--- src/rtl/udma_hyper_trans_sched.sv ---
// -----------------------------------------------------------------------------
// udma_hyper_trans_sched
//
// Collects transaction descriptors from NB_CH register-interface instances,
// queues them in arrival order and hands them one at a time to the hyperbus
// engine. Requesters are served round-robin; only one transaction is ever in
// flight on the engine side.
//
// Ports
//   clk_i, rst_ni       : clock, asynchronous active-low reset
//   req_valid_i         : per-ID request strobe
//   req_cfg_i           : per-ID descriptor, ID i at [i*CFG_W +: CFG_W]
//   req_ready_o         : per-ID accept (one-hot or zero), combinational
//   trans_valid_o       : head descriptor offered to the engine
//   trans_cfg_o         : head descriptor (zero when not offering)
//   trans_id_o          : requester ID of the head descriptor
//   trans_ready_i       : engine accepts the offered descriptor
//   trans_done_i        : engine finished the active transaction (pulse)
//   nb_trans_waiting_o  : number of queued entries (active one excluded)
//   busy_o              : a transaction is being offered or is in flight
// -----------------------------------------------------------------------------
module udma_hyper_trans_sched #(
    parameter  int NB_CH       = 2,
    parameter  int CFG_W       = 64,
    parameter  int MAX_NB_TRAN = 8,
    localparam int IDW         = (NB_CH > 1) ? $clog2(NB_CH) : 1,
    localparam int CW          = $clog2(MAX_NB_TRAN) + 1
) (
    input  logic                     clk_i,
    input  logic                     rst_ni,
    input  logic [NB_CH-1:0]         req_valid_i,
    input  logic [NB_CH*CFG_W-1:0]   req_cfg_i,
    output logic [NB_CH-1:0]         req_ready_o,
    output logic                     trans_valid_o,
    output logic [CFG_W-1:0]         trans_cfg_o,
    output logic [IDW-1:0]           trans_id_o,
    input  logic                     trans_ready_i,
    input  logic                     trans_done_i,
    output logic [MAX_NB_TRAN:0]     nb_trans_waiting_o,
    output logic                     busy_o
);

    localparam int PW = (MAX_NB_TRAN > 1) ? $clog2(MAX_NB_TRAN) : 1;

    typedef enum logic [1:0] {
        IDLE,
        ISSUE,
        ACTIVE
    } state_e;

    state_e           state_q;
    logic             trans_valid_q;
    logic [CFG_W-1:0] trans_cfg_q;
    logic [IDW-1:0]   trans_id_q;

    logic [CFG_W-1:0] cfg_mem [MAX_NB_TRAN];
    logic [IDW-1:0]   id_mem  [MAX_NB_TRAN];

    logic [PW-1:0]    wr_ptr_q, wr_ptr_d;
    logic [PW-1:0]    rd_ptr_q, rd_ptr_d;
    logic [CW-1:0]    count_q, count_d;
    logic [IDW-1:0]   last_grant_q, last_grant_d;

    logic [NB_CH-1:0] grant;
    logic [IDW-1:0]   grant_id;
    logic [IDW-1:0]   arb_idx;
    logic [CFG_W-1:0] push_cfg;
    logic             push;
    logic             pop;

    function automatic logic [PW-1:0] ptr_inc(input logic [PW-1:0] p);
        return (p == PW'(MAX_NB_TRAN - 1)) ? '0 : p + PW'(1);
    endfunction

    // Round-robin search starting one past the last granted ID. Grants are
    // only possible while the queue had room at the start of the cycle, so a
    // pop in the same cycle does not open a slot until the next one.
    always_comb begin
        // NOTE: every variable gets a default before any conditional write;
        // a path that leaves one unassigned would infer a latch.
        grant    = '0;
        grant_id = '0;
        arb_idx  = '0;
        push     = 1'b0;
        if (count_q < CW'(MAX_NB_TRAN)) begin
            for (int k = 1; k <= NB_CH; k++) begin
                arb_idx = IDW'((int'(last_grant_q) + k) % NB_CH);
                if (!push && req_valid_i[arb_idx]) begin
                    push            = 1'b1;
                    grant[arb_idx]  = 1'b1;
                    grant_id        = arb_idx;
                end
            end
        end
    end

    assign push_cfg = req_cfg_i[int'(grant_id)*CFG_W +: CFG_W];
    assign pop      = (state_q == ISSUE) && trans_ready_i;

    always_comb begin
        wr_ptr_d     = push ? ptr_inc(wr_ptr_q) : wr_ptr_q;
        rd_ptr_d     = pop  ? ptr_inc(rd_ptr_q) : rd_ptr_q;
        last_grant_d = push ? grant_id : last_grant_q;
        count_d      = count_q;
        if (push && !pop) begin
            count_d = count_q + CW'(1);
        end else if (!push && pop) begin
            count_d = count_q - CW'(1);
        end
    end

    always_ff @(posedge clk_i or negedge rst_ni) begin
        // NOTE: sequential state is updated with non-blocking assignments so
        // every register samples the values from before the edge.
        if (!rst_ni) begin
            wr_ptr_q     <= '0;
            rd_ptr_q     <= '0;
            count_q      <= '0;
            last_grant_q <= IDW'(NB_CH - 1);
        end else begin
            wr_ptr_q     <= wr_ptr_d;
            rd_ptr_q     <= rd_ptr_d;
            count_q      <= count_d;
            last_grant_q <= last_grant_d;
        end
    end

    // NOTE: the storage array has no reset; an entry is only read once the
    // count says it was written, and the outputs are zeroed outside ISSUE.
    always_ff @(posedge clk_i) begin
        if (push) begin
            cfg_mem[wr_ptr_q] <= push_cfg;
            id_mem[wr_ptr_q]  <= grant_id;
        end
    end

    // Sequencer. The head entry is captured into the output registers on the
    // way into ISSUE; it cannot change until the pop, so it stays stable.
    always_ff @(posedge clk_i or negedge rst_ni) begin
        if (!rst_ni) begin
            state_q       <= IDLE;
            trans_valid_q <= 1'b0;
            trans_cfg_q   <= '0;
            trans_id_q    <= '0;
        end else begin
            case (state_q)
                IDLE: begin
                    if (count_q != '0) begin
                        state_q       <= ISSUE;
                        trans_valid_q <= 1'b1;
                        trans_cfg_q   <= cfg_mem[rd_ptr_q];
                        trans_id_q    <= id_mem[rd_ptr_q];
                    end
                end
                ISSUE: begin
                    if (trans_ready_i) begin
                        state_q       <= ACTIVE;
                        trans_valid_q <= 1'b0;
                        trans_cfg_q   <= '0;
                        trans_id_q    <= '0;
                    end
                end
                ACTIVE: begin
                    if (trans_done_i) begin
                        state_q <= IDLE;
                    end
                end
                default: begin
                    state_q       <= IDLE;
                    trans_valid_q <= 1'b0;
                    trans_cfg_q   <= '0;
                    trans_id_q    <= '0;
                end
            endcase
        end
    end

    // The accept path is combinational, so it is gated while reset is held.
    assign req_ready_o        = rst_ni ? grant : '0;
    assign trans_valid_o      = trans_valid_q;
    assign trans_cfg_o        = trans_cfg_q;
    assign trans_id_o         = trans_id_q;
    assign busy_o             = (state_q != IDLE);
    assign nb_trans_waiting_o = (MAX_NB_TRAN + 1)'(count_q);

endmodule

--- config.mk ---
export PLATFORM = sky130hd
export DESIGN_NAME = udma_hyper_trans_sched
export DESIGN_NICKNAME = d
export VERILOG_FILES = /design/src/rtl/udma_hyper_trans_sched.sv
export SDC_FILE = /design/constraint.sdc
export NUM_CORES = 1
export LEC_CHECK = 0
export BUFFER_PORTS_ARGS = -buffer_cell sky130_fd_sc_hd__buf_2
export CORE_MARGIN = 2
export CORE_UTILIZATION = 53
export DETAILED_ROUTE_END_ITERATION = 6
export PLACE_DENSITY = 0.75
export SLEW_MARGIN = 20
export SYNTH_ARGS = -nofsm -noshare
export SYNTH_HDL_FRONTEND = slang
export SYNTH_SLANG_ARGS = --single-unit
--- constraint.sdc ---
create_clock -name clk_i -period 5.6 [get_ports clk_i]
set_clock_uncertainty 0.15 [all_clocks]
set_input_delay 0.56 -clock clk_i [delete_from_list [all_inputs] [get_ports clk_i]]
set_output_delay 0.56 -clock clk_i [all_outputs]
set_load 0.02 [all_outputs]
**Word level (Yosys, flattened, before mapping)**

Memory sizes are Yosys's and may differ from the RTL's.
Index checks and enable logic that the tools add are counted.

- Bitwise gates (word level): 2
- Mux-type cells: 38
- Add/subtract/negate cells: 6
- Reductions and logical operators: 15
- Order comparisons: 5
- Shifts and indexed selects: 1
- Equality and inequality tests: 7

Operators with widths:

| kind | number |
|---|---|
| $pmux 64 s3 | 1 |
| $mux 64 | 2 |
| $shiftx 128x8->64 | 1 |
| $mux 1 | 18 |
| $mux 2 | 8 |
| $mux 4 | 2 |
| $add 3x1->3 const B | 2 |
| $eq 3x3->1 const B | 2 |
| $logic_and 1x1->1 | 6 |
| $mux 3 | 2 |
| $ne 2x2->1 const B | 3 |
| $pmux 1 s3 | 2 |
| $pmux 2 s3 | 1 |
| $reduce_and 3->1 | 2 |
| $add 4x1->4 const B | 1 |
| $lt 1x2->1 const B | 2 |
| $lt 4x4->1 const B | 1 |
| $reduce_bool 2->1 | 2 |
| $reduce_bool 4->1 | 1 |
| $sub 4x1->4 const B | 1 |
| $logic_not 1->1 | 3 |
| $add 1x1->1 const B | 2 |
| $demux 1 s1 | 2 |
| $eq 2x1->1 const B | 1 |
| 5 further kinds | 6 |

- Flip-flop bits (word level): 79
- Output and inout bits: 78
- Logic and storage cells: 84
- Memories: 2
- Input bits: 134
- RAM bits: 520

Memory list:

| memory | depth | bits a word | rd ports | clocked after Yosys merged registers in | write ports | RTL line | text |
|---|---|---|---|---|---|---|---|
| cfg_mem | 8 | 64 | 1 | 0 | 1 | 56 | `logic [CFG_W-1:0] cfg_mem [MAX_NB_TRAN];` |
| id_mem | 8 | 1 | 1 | 0 | 1 | 57 | `logic [IDW-1:0] id_mem [MAX_NB_TRAN];` |

**Logic depth before layout (Yosys ltp)**

Gate-level depths: netlist (run 1).

- Word-level depth: 13
- Mapped depth: 11
- Gate-level depth less buffers: 10

**Worst setup path before layout (run 1)**

OpenSTA, ideal clock, no wires.

- Path kind: input to register
- Start: input port req_valid_i[0]
- End: memory cfg_mem[1][0], enable pin
- Path buffers: 1
- Data arrival time: 5597 ps
- Data required time: 4882 ps
- Library setup time: 568 ps
- Slack: -715 ps
- Stages: 6
- Cell sequence: nor2_1 > or2_2 > clkbuf_1 > inv_1 > nand2_1 > nor3_1

- Cells in the longest elaborated chain, start to end: 10
- Elaborated cells on any way between the ends: 12
- Those cells by class: mux: 10; reduce/logical: 2

Ends and longest elaborated chain:

| what | RTL line | text |
|---|---|---|
| start: declaration | 31 | `input logic [NB_CH-1:0] req_valid_i,` |
| $mux 1 (implied by the code) (2 in series) | 88 | `if (!push && req_valid_i[arb_idx]) begin` |
| $mux 1 | 88 |  |
| $mux 1 | 85 | `if (count_q < CW'(MAX_NB_TRAN)) begin` |
| $logic_not 1->1 | 88 |  |
| $logic_and 1x1->1 | 88 |  |
| $mux 1 * | 88 |  |
| $mux 1 * | 85 |  |
| net push | 68 | `logic push;` |
| $mux 1 * | 131 | `if (push) begin` |
| $mux 1 (implied by the code) * | 132 | `cfg_mem[wr_ptr_q] <= push_cfg;` |
| end: declaration | 56 |  |

The timed path passes the listed nets; every way through them passes the cells marked *. The select of a mux whose other input is x is not followed.

**Final worst setup path (run 1)**

- Start: register count_q[3]
- End: memory cfg_mem[0][13], enable pin

- Cells in the longest elaborated chain, start to end: 4

Ends and longest elaborated chain:

| what | RTL line | text |
|---|---|---|
| start: declaration | 61 | `logic [CW-1:0] count_q, count_d;` |
| start signal: assignment | 123 | `count_q <= count_d;` |
| $lt 4x4->1 | 85 |  |
| $mux 1 | 85 |  |
| $mux 1 | 131 |  |
| $mux 1 (implied by the code) | 132 |  |

No other way between the ends.

==> impl_metrics.xml, run 1 <==
<?xml version="1.0" encoding="UTF-8"?>
<metrics>
  <group name="yosys">
    <metric name="synth_fa_ha_area_frac" unit="">0.00457</metric>
    <metric name="post_synthesis_instance_area" unit="um^2">23500</metric>
    <metric name="async_flop_share" unit="">0.132</metric>
    <metric name="synth.mux.area_fraction" unit="">0.150</metric>
    <metric name="synth_xor_xnor_area_share" unit="">0.000744</metric>
    <metric name="synth_top_family_by_area" unit="">multiplexers</metric>
    <metric name="synth_area_leaders" unit="">edfxtp_1, dfrtp_1, mux4_2, mux2i_1, mux2_2</metric>
    <metric name="syn_area_per_cell" unit="um^2">18.5</metric>
    <metric name="dominantRegCellSynth" unit="">edfxtp_1</metric>
    <metric name="synthesis.instances" unit="">1274</metric>
    <metric name="post_synth_num_cell_types" unit="">38</metric>
    <metric name="synth.largest_area_cell" unit="">edfxtp_1</metric>
    <metric name="post-synth-top-area-fraction" unit="">0.663</metric>
    <metric name="synth_compound_area_frac" unit="">0.0479</metric>
    <metric name="post_synthesis_simple_gate_area_fraction" unit="">0.0296</metric>
    <metric name="synth.yosys.warnings" unit="">0</metric>
    <metric name="synth-edff-count" unit="">520</metric>
    <metric name="synth_sequential_area_ratio" unit="">0.747</metric>
    <metric name="yosys_register_bits" unit="">599</metric>
  </group>
  <group name="power">
    <metric name="cellPowerDensity" unit="nW/um^2">545</metric>
    <metric name="power.ir.vdd_worst" unit="V">0.000383</metric>
    <metric name="power.static_leakage" unit="nW">9.95</metric>
  </group>
  <group name="clock_network">
    <metric name="cts_max_path_buffers" unit="">3</metric>
    <metric name="cts_inserted_buffers" unit="">57</metric>
    <metric name="htree_levels" unit="">2</metric>
    <metric name="clock_tree.root_cell" unit="">clkbuf_16</metric>
    <metric name="tritoncts" unit="">built</metric>
    <metric name="cts.sink_count" unit="">599</metric>
    <metric name="insertion_delay" unit="ns">0.60</metric>
    <metric name="path_clk_slew" unit="ns">0.06</metric>
  </group>
  <group name="worst_setup_path">
    <metric name="crit_required" unit="ns">5.68</metric>
    <metric name="worstSetupStartpointType" unit="">flip-flop</metric>
    <metric name="worst_ep_arrival_time" unit="ns">3.16</metric>
    <metric name="timing.critical_path.buf_inv" unit="">1</metric>
    <metric name="timing_worst_setup_path_type" unit="">reg -&gt; reg</metric>
    <metric name="worstSetupPathDepth" unit="">3</metric>
    <metric name="worstSetupEndpointType" unit="">flip-flop</metric>
    <metric name="timing.critical_path.max_delay_family" unit="">simple AND/OR/NAND/NOR gates</metric>
    <metric name="cp_max_fanout" unit="">28</metric>
    <metric name="crit_path_max_incr_delay" unit="ns">0.87</metric>
    <metric name="crit_chain" unit="">or3_1, nor3_4, buf_4</metric>
    <metric name="cpMaxStageDelayCell" unit="">nor3_4</metric>
    <metric name="register_to_register_path_depth" unit="">3</metric>
  </group>
  <group name="timing">
    <metric name="hold_viol_final" unit="">0</metric>
    <metric name="relSlewSlack" unit="">0.275</metric>
    <metric name="fin_crit" unit="ns">3.08</metric>
    <metric name="fin_crit_sh" unit="">0.550</metric>
    <metric name="final-max-slew-violation-count" unit="">0</metric>
    <metric name="tightest_slew" unit="ns">1.09</metric>
    <metric name="final.setup.tns" unit="ns">0</metric>
    <metric name="setup_violations" unit="">0</metric>
    <metric name="fmax" unit="GHz">0.325</metric>
    <metric name="final.hold.worst_slack" unit="ns">0.0607</metric>
    <metric name="grt_setup_unrepaired" unit="">no</metric>
  </group>
  <group name="global_route">
    <metric name="wire_length_of_the_first_global_routing_pass" unit="mm">75.5</metric>
    <metric name="gr-total-overflow" unit="">0</metric>
    <metric name="via_count_of_the_first_global_routing_pass" unit="">12800</metric>
    <metric name="grt_util_all_layers" unit="">0.216</metric>
    <metric name="grt_antenna_before_repair" unit="">1</metric>
    <metric name="grt_start_max_net_pins" unit="">79</metric>
  </group>
  <group name="die">
    <metric name="io-pin-count" unit="">212</metric>
    <metric name="die_h" unit="um">215</metric>
    <metric name="start_util" unit="">0.535</metric>
    <metric name="dieArea" unit="um^2">46100</metric>
    <metric name="core-area" unit="um^2">44000</metric>
    <metric name="die_w" unit="um">215</metric>
    <metric name="std_cell_rows" unit="">77</metric>
  </group>
  <group name="place">
    <metric name="detailed_place.area" unit="um^2">25300</metric>
    <metric name="place_inst" unit="">2023</metric>
    <metric name="gp_routability_congestion" unit="">0.748</metric>
    <metric name="post-dp-hpwl" unit="mm">27.7</metric>
    <metric name="port-buffer-count" unit="">206</metric>
  </group>
  <group name="worst_hold_path">
    <metric name="min_path_type" unit="">in -&gt; reg</metric>
    <metric name="hold_depth" unit="">4</metric>
  </group>
  <group name="cells_and_area">
    <metric name="sequential_cell_area" unit="um^2">17600</metric>
    <metric name="drive_gt1_frac" unit="">0.317</metric>
    <metric name="layout.cells.non_filler" unit="">2135</metric>
    <metric name="final_design_area_no_fill" unit="um^2">27300</metric>
    <metric name="area_of_the_multi_input_gates" unit="um^2">5600</metric>
    <metric name="final_nets" unit="">1636</metric>
    <metric name="signed_area_change_from_the_synthesized_netlist_to_the_final_layout" unit="%">15.9</metric>
    <metric name="num_antenna_cells" unit="">0</metric>
    <metric name="final_cell_mix" unit="">edfxtp_1, buf_2, nand2_1, mux2i_1, dfrtp_1</metric>
    <metric name="layout_commonest_cell" unit="">edfxtp_1</metric>
    <metric name="fillerInstances" unit="">3124</metric>
  </group>
  <group name="routing">
    <metric name="drtIter0Drc" unit="">1084</metric>
    <metric name="avgViaCountPerCell" unit="">5.76</metric>
    <metric name="route.detailed.drc" unit="">0</metric>
    <metric name="routed_wl" unit="mm">49.2</metric>
    <metric name="num_vias" unit="">12300</metric>
    <metric name="drt.antenna.violating_nets" unit="">0</metric>
    <metric name="first_pass_iters" unit="">5</metric>
    <metric name="detail_route.wl_per_cell" unit="um">23.0</metric>
  </group>
  <group name="outcome">
    <metric name="status" unit="">finished clean</metric>
  </group>
  <group name="flow_run">
    <metric name="drv.max_cap_violation_count" unit="">0</metric>
  </group>
</metrics>
## flip-flops by register name, summed over array words and instances, names as in the netlist
name           count
trans_cfg_o       64
id_mem             8
wr_ptr_q           3
state_q            2
cfg_mem          512
last_grant_q       1
count_q            4
rd_ptr_q           3
trans_valid_o      1
trans_id_o         1
## where the power goes
group / switching, mW / internal (mW)
Combinational: 2.79 / 1.71
Clock: 1.62 / 2.33
Sequential: 0.439 / 5.97
Total: 4.85 / 10.0
## worst paths after layout
kind | from | end | slack [ns]
setup / recovery | count_q[3]$_DFFE_PN0P_ | cfg_mem[0][13]$_DFFE_PP_ | 2.52
hold / removal | trans_done_i | state_q[1]$_DFFE_PN0P_ | 0.06
setup reg to reg | count_q[3]$_DFFE_PN0P_ | cfg_mem[0][13]$_DFFE_PP_ | 2.52
hold reg to reg | trans_cfg_o[14]$_DFFE_PN0P_ | trans_cfg_o[14]$_DFFE_PN0P_ | 0.32
max in group asynchronous | rst_ni | last_grant_q$_DFFE_PN1P_ | 3.82
min in group asynchronous | rst_ni | trans_cfg_o[42]$_DFFE_PN0P_ | 0.48
## routing by layer
layer | up-vias | GRT usage | wire length, um
li1 | 5477 | - | -
met1 | 6365 | 0.281 | 19600
met2 | 399 | 0.379 | 25900
met3 | 65 | 0.0317 | 2720
met4 | 2 | 0.0637 | 969
met5 | - | 0 | 13
## cells in the mapped netlist (3+ instances only)
master	n
ha_1	7
buf_2	34
edfxtp_1	520
dfrtp_1	78
a21o_1	5
clkbuf_1	21
buf_4	14
nand2b_1	3
o211ai_2	10
nor2_1	10
mux4_2	65
nor3_1	7
mux2i_1	131
buf_1	5
mux2_2	67
nand2_1	144
buf_6	3
inv_1	4
a22oi_1	64
o211ai_1	54
o21ai_0	5
## cells by family (layout without fill, tap and decap cells)
| group | count (synthesis) | count (layout) |
|---|---|---|
| AOI/OAI and AO/OA | 145 | 145 |
| muxes | 263 | 263 |
| DFF | 599 | 599 |
| adders and majority gates | 8 | 8 |
| other | 1 | 5 |
| xor gates and xnor gates | 2 | 2 |
| buffers and inverters | 83 | 348 |
| and+or+nand+nor | 173 | 173 |
## worst register-to-register path: stages, from the launching register on
cell     delay (ns)
dfrtp_1        0.49
or3_1          0.60
nor3_4         0.87
buf_4          0.59
## stage by stage
| stage | total power [mW] | setup slack, ns | util |
|---|---|---|---|
| after detailed placement | 11.0 | 2.11 | 0.574 |
| after global placement | 10.9 | 2.23 | 0.573 |
| after floorplan | 9.64 | 1.03 | - |
| after global routing | 15.6 | 2.34 | 0.620 |
| final | 14.9 | 2.52 | 0.620 |
| after CTS | 15.0 | 2.36 | 0.618 |
## layout make-up
cell class                      instances  area share
Sequential cell                       599       0.645
Multi-Input combinational cell        596       0.205
Clock buffer                           68      0.0565
Timing Repair Buffer                  236      0.0503
Tap cell                              592      0.0271
Clock inverter                         40      0.0151
Inverter                                4    0.000550
## what timing repair did
| item | CTS | global route |
|---|---|---|
| gates resized for setup | 0 | 0 |
| hold buffers | 1 | 0 |
| setup buffers | 0 | 0 |
| hold endpoints to repair | 54 | 0 |
Power figures use the tool's default switching activity.
==> inputs of run 2 (changes only) <==
==> constraint.sdc (replaced) <==
create_clock -name clk_i -period 2.6 [get_ports clk_i]
set_clock_uncertainty 0.15 [all_clocks]
set_input_delay 0.26 -clock clk_i [delete_from_list [all_inputs] [get_ports clk_i]]
set_output_delay 0.26 -clock clk_i [all_outputs]
set_load 0.02 [all_outputs]
==> run 2 against run 1 <==
Net effect:
- power up 120%
- wire length rose by 2.9%
- non-clock buffer count rose by 143
- sequential power rose by 110%
- global-route usage increased by 0.53 points
- cell area increased by 5.2%
- first-iteration DRC count fell by 9.4%
- critical path type is now reg -> out
==> impl_metrics.xml, run 2 (synthesized netlist as in run 1, its figures left out) <==
<?xml version="1.0" encoding="UTF-8"?>
<metrics>
  <group name="outcome">
    <metric name="status" unit="">finished clean</metric>
  </group>
  <group name="die">
    <metric name="start_util" unit="">0.535</metric>
    <metric name="core-area" unit="um^2">44000</metric>
    <metric name="die_h" unit="um">215</metric>
    <metric name="io-pin-count" unit="">212</metric>
    <metric name="dieArea" unit="um^2">46100</metric>
    <metric name="die_w" unit="um">215</metric>
    <metric name="std_cell_rows" unit="">77</metric>
  </group>
  <group name="clock_network">
    <metric name="path_clk_slew" unit="ns">0.06</metric>
    <metric name="cts_setup_buffers" unit="">0</metric>
    <metric name="htree_levels" unit="">2</metric>
    <metric name="tritoncts" unit="">built</metric>
    <metric name="cts_inserted_buffers" unit="">56</metric>
    <metric name="insertion_delay" unit="ns">0.59</metric>
    <metric name="cts.sink_count" unit="">599</metric>
    <metric name="cts_max_path_buffers" unit="">3</metric>
    <metric name="clock_tree.root_cell" unit="">clkbuf_16</metric>
  </group>
  <group name="global_route">
    <metric name="met3_routing_resource_usage_after_global_routing" unit="">0.0303</metric>
    <metric name="wire_length_of_the_first_global_routing_pass" unit="mm">77.9</metric>
    <metric name="gr-total-overflow" unit="">0</metric>
    <metric name="grt_start_max_net_pins" unit="">67</metric>
    <metric name="globalRouteMet1Util" unit="">0.287</metric>
    <metric name="grt_busiest_layer" unit="">met2</metric>
    <metric name="via_count_of_the_first_global_routing_pass" unit="">13900</metric>
    <metric name="grt_antenna_before_repair" unit="">1</metric>
    <metric name="grt_util_all_layers" unit="">0.221</metric>
    <metric name="grtUsageMet2" unit="">0.389</metric>
  </group>
  <group name="worst_hold_path">
    <metric name="hold_depth" unit="">2</metric>
    <metric name="min_path_type" unit="">in -&gt; reg</metric>
  </group>
  <group name="timing">
    <metric name="final-max-slew-violation-count" unit="">0</metric>
    <metric name="tightest_slew" unit="ns">0.641</metric>
    <metric name="fmax" unit="GHz">0.401</metric>
    <metric name="final.setup.tns" unit="ns">0</metric>
    <metric name="fin_crit" unit="ns">2.49</metric>
    <metric name="fin_crit_sh" unit="">0.959</metric>
    <metric name="hold_viol_final" unit="">0</metric>
    <metric name="setup_violations" unit="">0</metric>
    <metric name="final.hold.worst_slack" unit="ns">0.0267</metric>
    <metric name="relSlewSlack" unit="">0.573</metric>
  </group>
  <group name="worst_setup_path">
    <metric name="timing_worst_setup_path_type" unit="">reg -&gt; out</metric>
    <metric name="register_to_register_path_depth" unit="">8</metric>
    <metric name="cp_max_fanout" unit="">54</metric>
    <metric name="worstSetupEndpointType" unit="">primary output</metric>
    <metric name="worstSetupStartpointType" unit="">flip-flop</metric>
    <metric name="worst_ep_arrival_time" unit="ns">2.08</metric>
    <metric name="crit_required" unit="ns">2.19</metric>
  </group>
  <group name="power">
    <metric name="power.ir.vdd_worst" unit="V">0.000884</metric>
    <metric name="power.static_leakage" unit="nW">10.5</metric>
    <metric name="cellPowerDensity" unit="nW/um^2">1120</metric>
    <metric name="post-layout-total-power" unit="mW">32.0</metric>
  </group>
  <group name="cells_and_area">
    <metric name="final_nets" unit="">1778</metric>
    <metric name="layout_commonest_cell" unit="">edfxtp_1</metric>
    <metric name="signed_area_change_from_the_synthesized_netlist_to_the_final_layout" unit="%">21.9</metric>
    <metric name="drive_gt1_frac" unit="">0.295</metric>
    <metric name="final_cell_mix" unit="">edfxtp_1, buf_2, nand2_1, mux2i_1, dlygate4sd3_1</metric>
    <metric name="largest_register_ffs" unit="">512</metric>
    <metric name="regMostFlops" unit="">cfg_mem</metric>
    <metric name="fillerInstances" unit="">2943</metric>
    <metric name="num_antenna_cells" unit="">0</metric>
    <metric name="final_design_area_no_fill" unit="um^2">28700</metric>
    <metric name="area_of_the_multi_input_gates" unit="um^2">5610</metric>
    <metric name="sequential_cell_area" unit="um^2">17600</metric>
    <metric name="layout.cells.non_filler" unit="">2272</metric>
  </group>
  <group name="routing">
    <metric name="first_pass_iters" unit="">5</metric>
    <metric name="routed_wl" unit="mm">50.6</metric>
    <metric name="num_vias" unit="">12900</metric>
    <metric name="detail_route.wl_per_cell" unit="um">22.3</metric>
    <metric name="route.detailed.drc" unit="">0</metric>
    <metric name="drt.antenna.violating_nets" unit="">0</metric>
    <metric name="avgViaCountPerCell" unit="">5.66</metric>
    <metric name="drtIter0Drc" unit="">982</metric>
  </group>
  <group name="place">
    <metric name="port-buffer-count" unit="">206</metric>
    <metric name="post-dp-hpwl" unit="mm">27.2</metric>
    <metric name="gp_routability_congestion" unit="">0.737</metric>
    <metric name="place_inst" unit="">2040</metric>
    <metric name="detailed_place.area" unit="um^2">25600</metric>
  </group>
  <group name="flow_run">
    <metric name="drv.max_cap_violation_count" unit="">0</metric>
  </group>
</metrics>
-- run 2: cell count changes in the layout (fill, tap and decap cells not counted), moves of 4 or more --
cell and change:
clkbuf_8 +6, clkinvlp_4 -6, clkinv_1 -4, buf_12 +19, dlygate4sd3_1 +129, clkbuf_1 +9, bufinv_16 -6
-- run 2: path summary, 6_finish.rpt --
| check | slack (ns) | startpoint | to |
|---|---|---|---|
| worst max register to register | 0.14 | count_q[3]$_DFFE_PN0P_ | count_q[3]$_DFFE_PN0P_ |
| worst max-delay path | 0.11 | count_q[3]$_DFFE_PN0P_ | req_ready_o[1] |
| max in group asynchronous | 1.49 | rst_ni | rd_ptr_q[2]$_DFFE_PN0P_ |
| worst min-delay path | 0.03 | req_cfg_i[97] | cfg_mem[4][33]$_DFFE_PP_ |
| worst min register to register | 0.32 | trans_cfg_o[16]$_DFFE_PN0P_ | trans_cfg_o[16]$_DFFE_PN0P_ |
| min in group asynchronous | 0.27 | rst_ni | trans_cfg_o[42]$_DFFE_PN0P_ |
-- run 2: area by class of cell --
| class | instances | share of cell area |
|---|---|---|
| Inverter | 4 | 0.000523 |
| Multi-Input combinational cell | 596 | 0.195 |
| Timing Repair Buffer | 379 | 0.103 |
| Tap cell | 592 | 0.0258 |
| Clock buffer | 82 | 0.0568 |
| Clock inverter | 20 | 0.00506 |
| Sequential cell | 599 | 0.613 |
-- run 2: power by group --
part | total [mW] | switching [mW] | internal [mW]
logic | 10.5 | 6.27 | 4.24
registers | 13.7 | 0.790 | 12.9
clock network | 7.85 | 3.33 | 4.52
-- run 2: what timing repair did --
| action | 4_1_cts | 5_1_grt |
|---|---|---|
| endpoints found under the hold margin | 584 | 0 |
| resized for setup | 0 | 1 |
| hold buffers | 130 | 0 |
| endpoints found under the setup margin | 0 | 1 |
-- run 2: routing by layer --
layer / vias up / share of wire
li1: 5762 / -
met1: 6608 / 0.41
met2: 406 / 0.52
met3: 87 / 0.049
met4: 0 / 0.024
met5: - / 0
-- run 2: through the flow --
stage | util | setup WS (ns)
after floorplan | - | -0.701
after global placement | 0.582 | 0.153
after detailed placement | 0.582 | 0.0530
after CTS | 0.652 | 0.0695
after global routing | 0.652 | -0.00235
final | 0.652 | 0.106
-- run 2: worst max-delay path, stage by stage, from the launching register on --
cell and delay [ns]:
dfrtp_2 0.39, buf_4 0.17, a211oi_4 0.23, buf_12 0.32, and2_1 0.18, buf_2 0.16
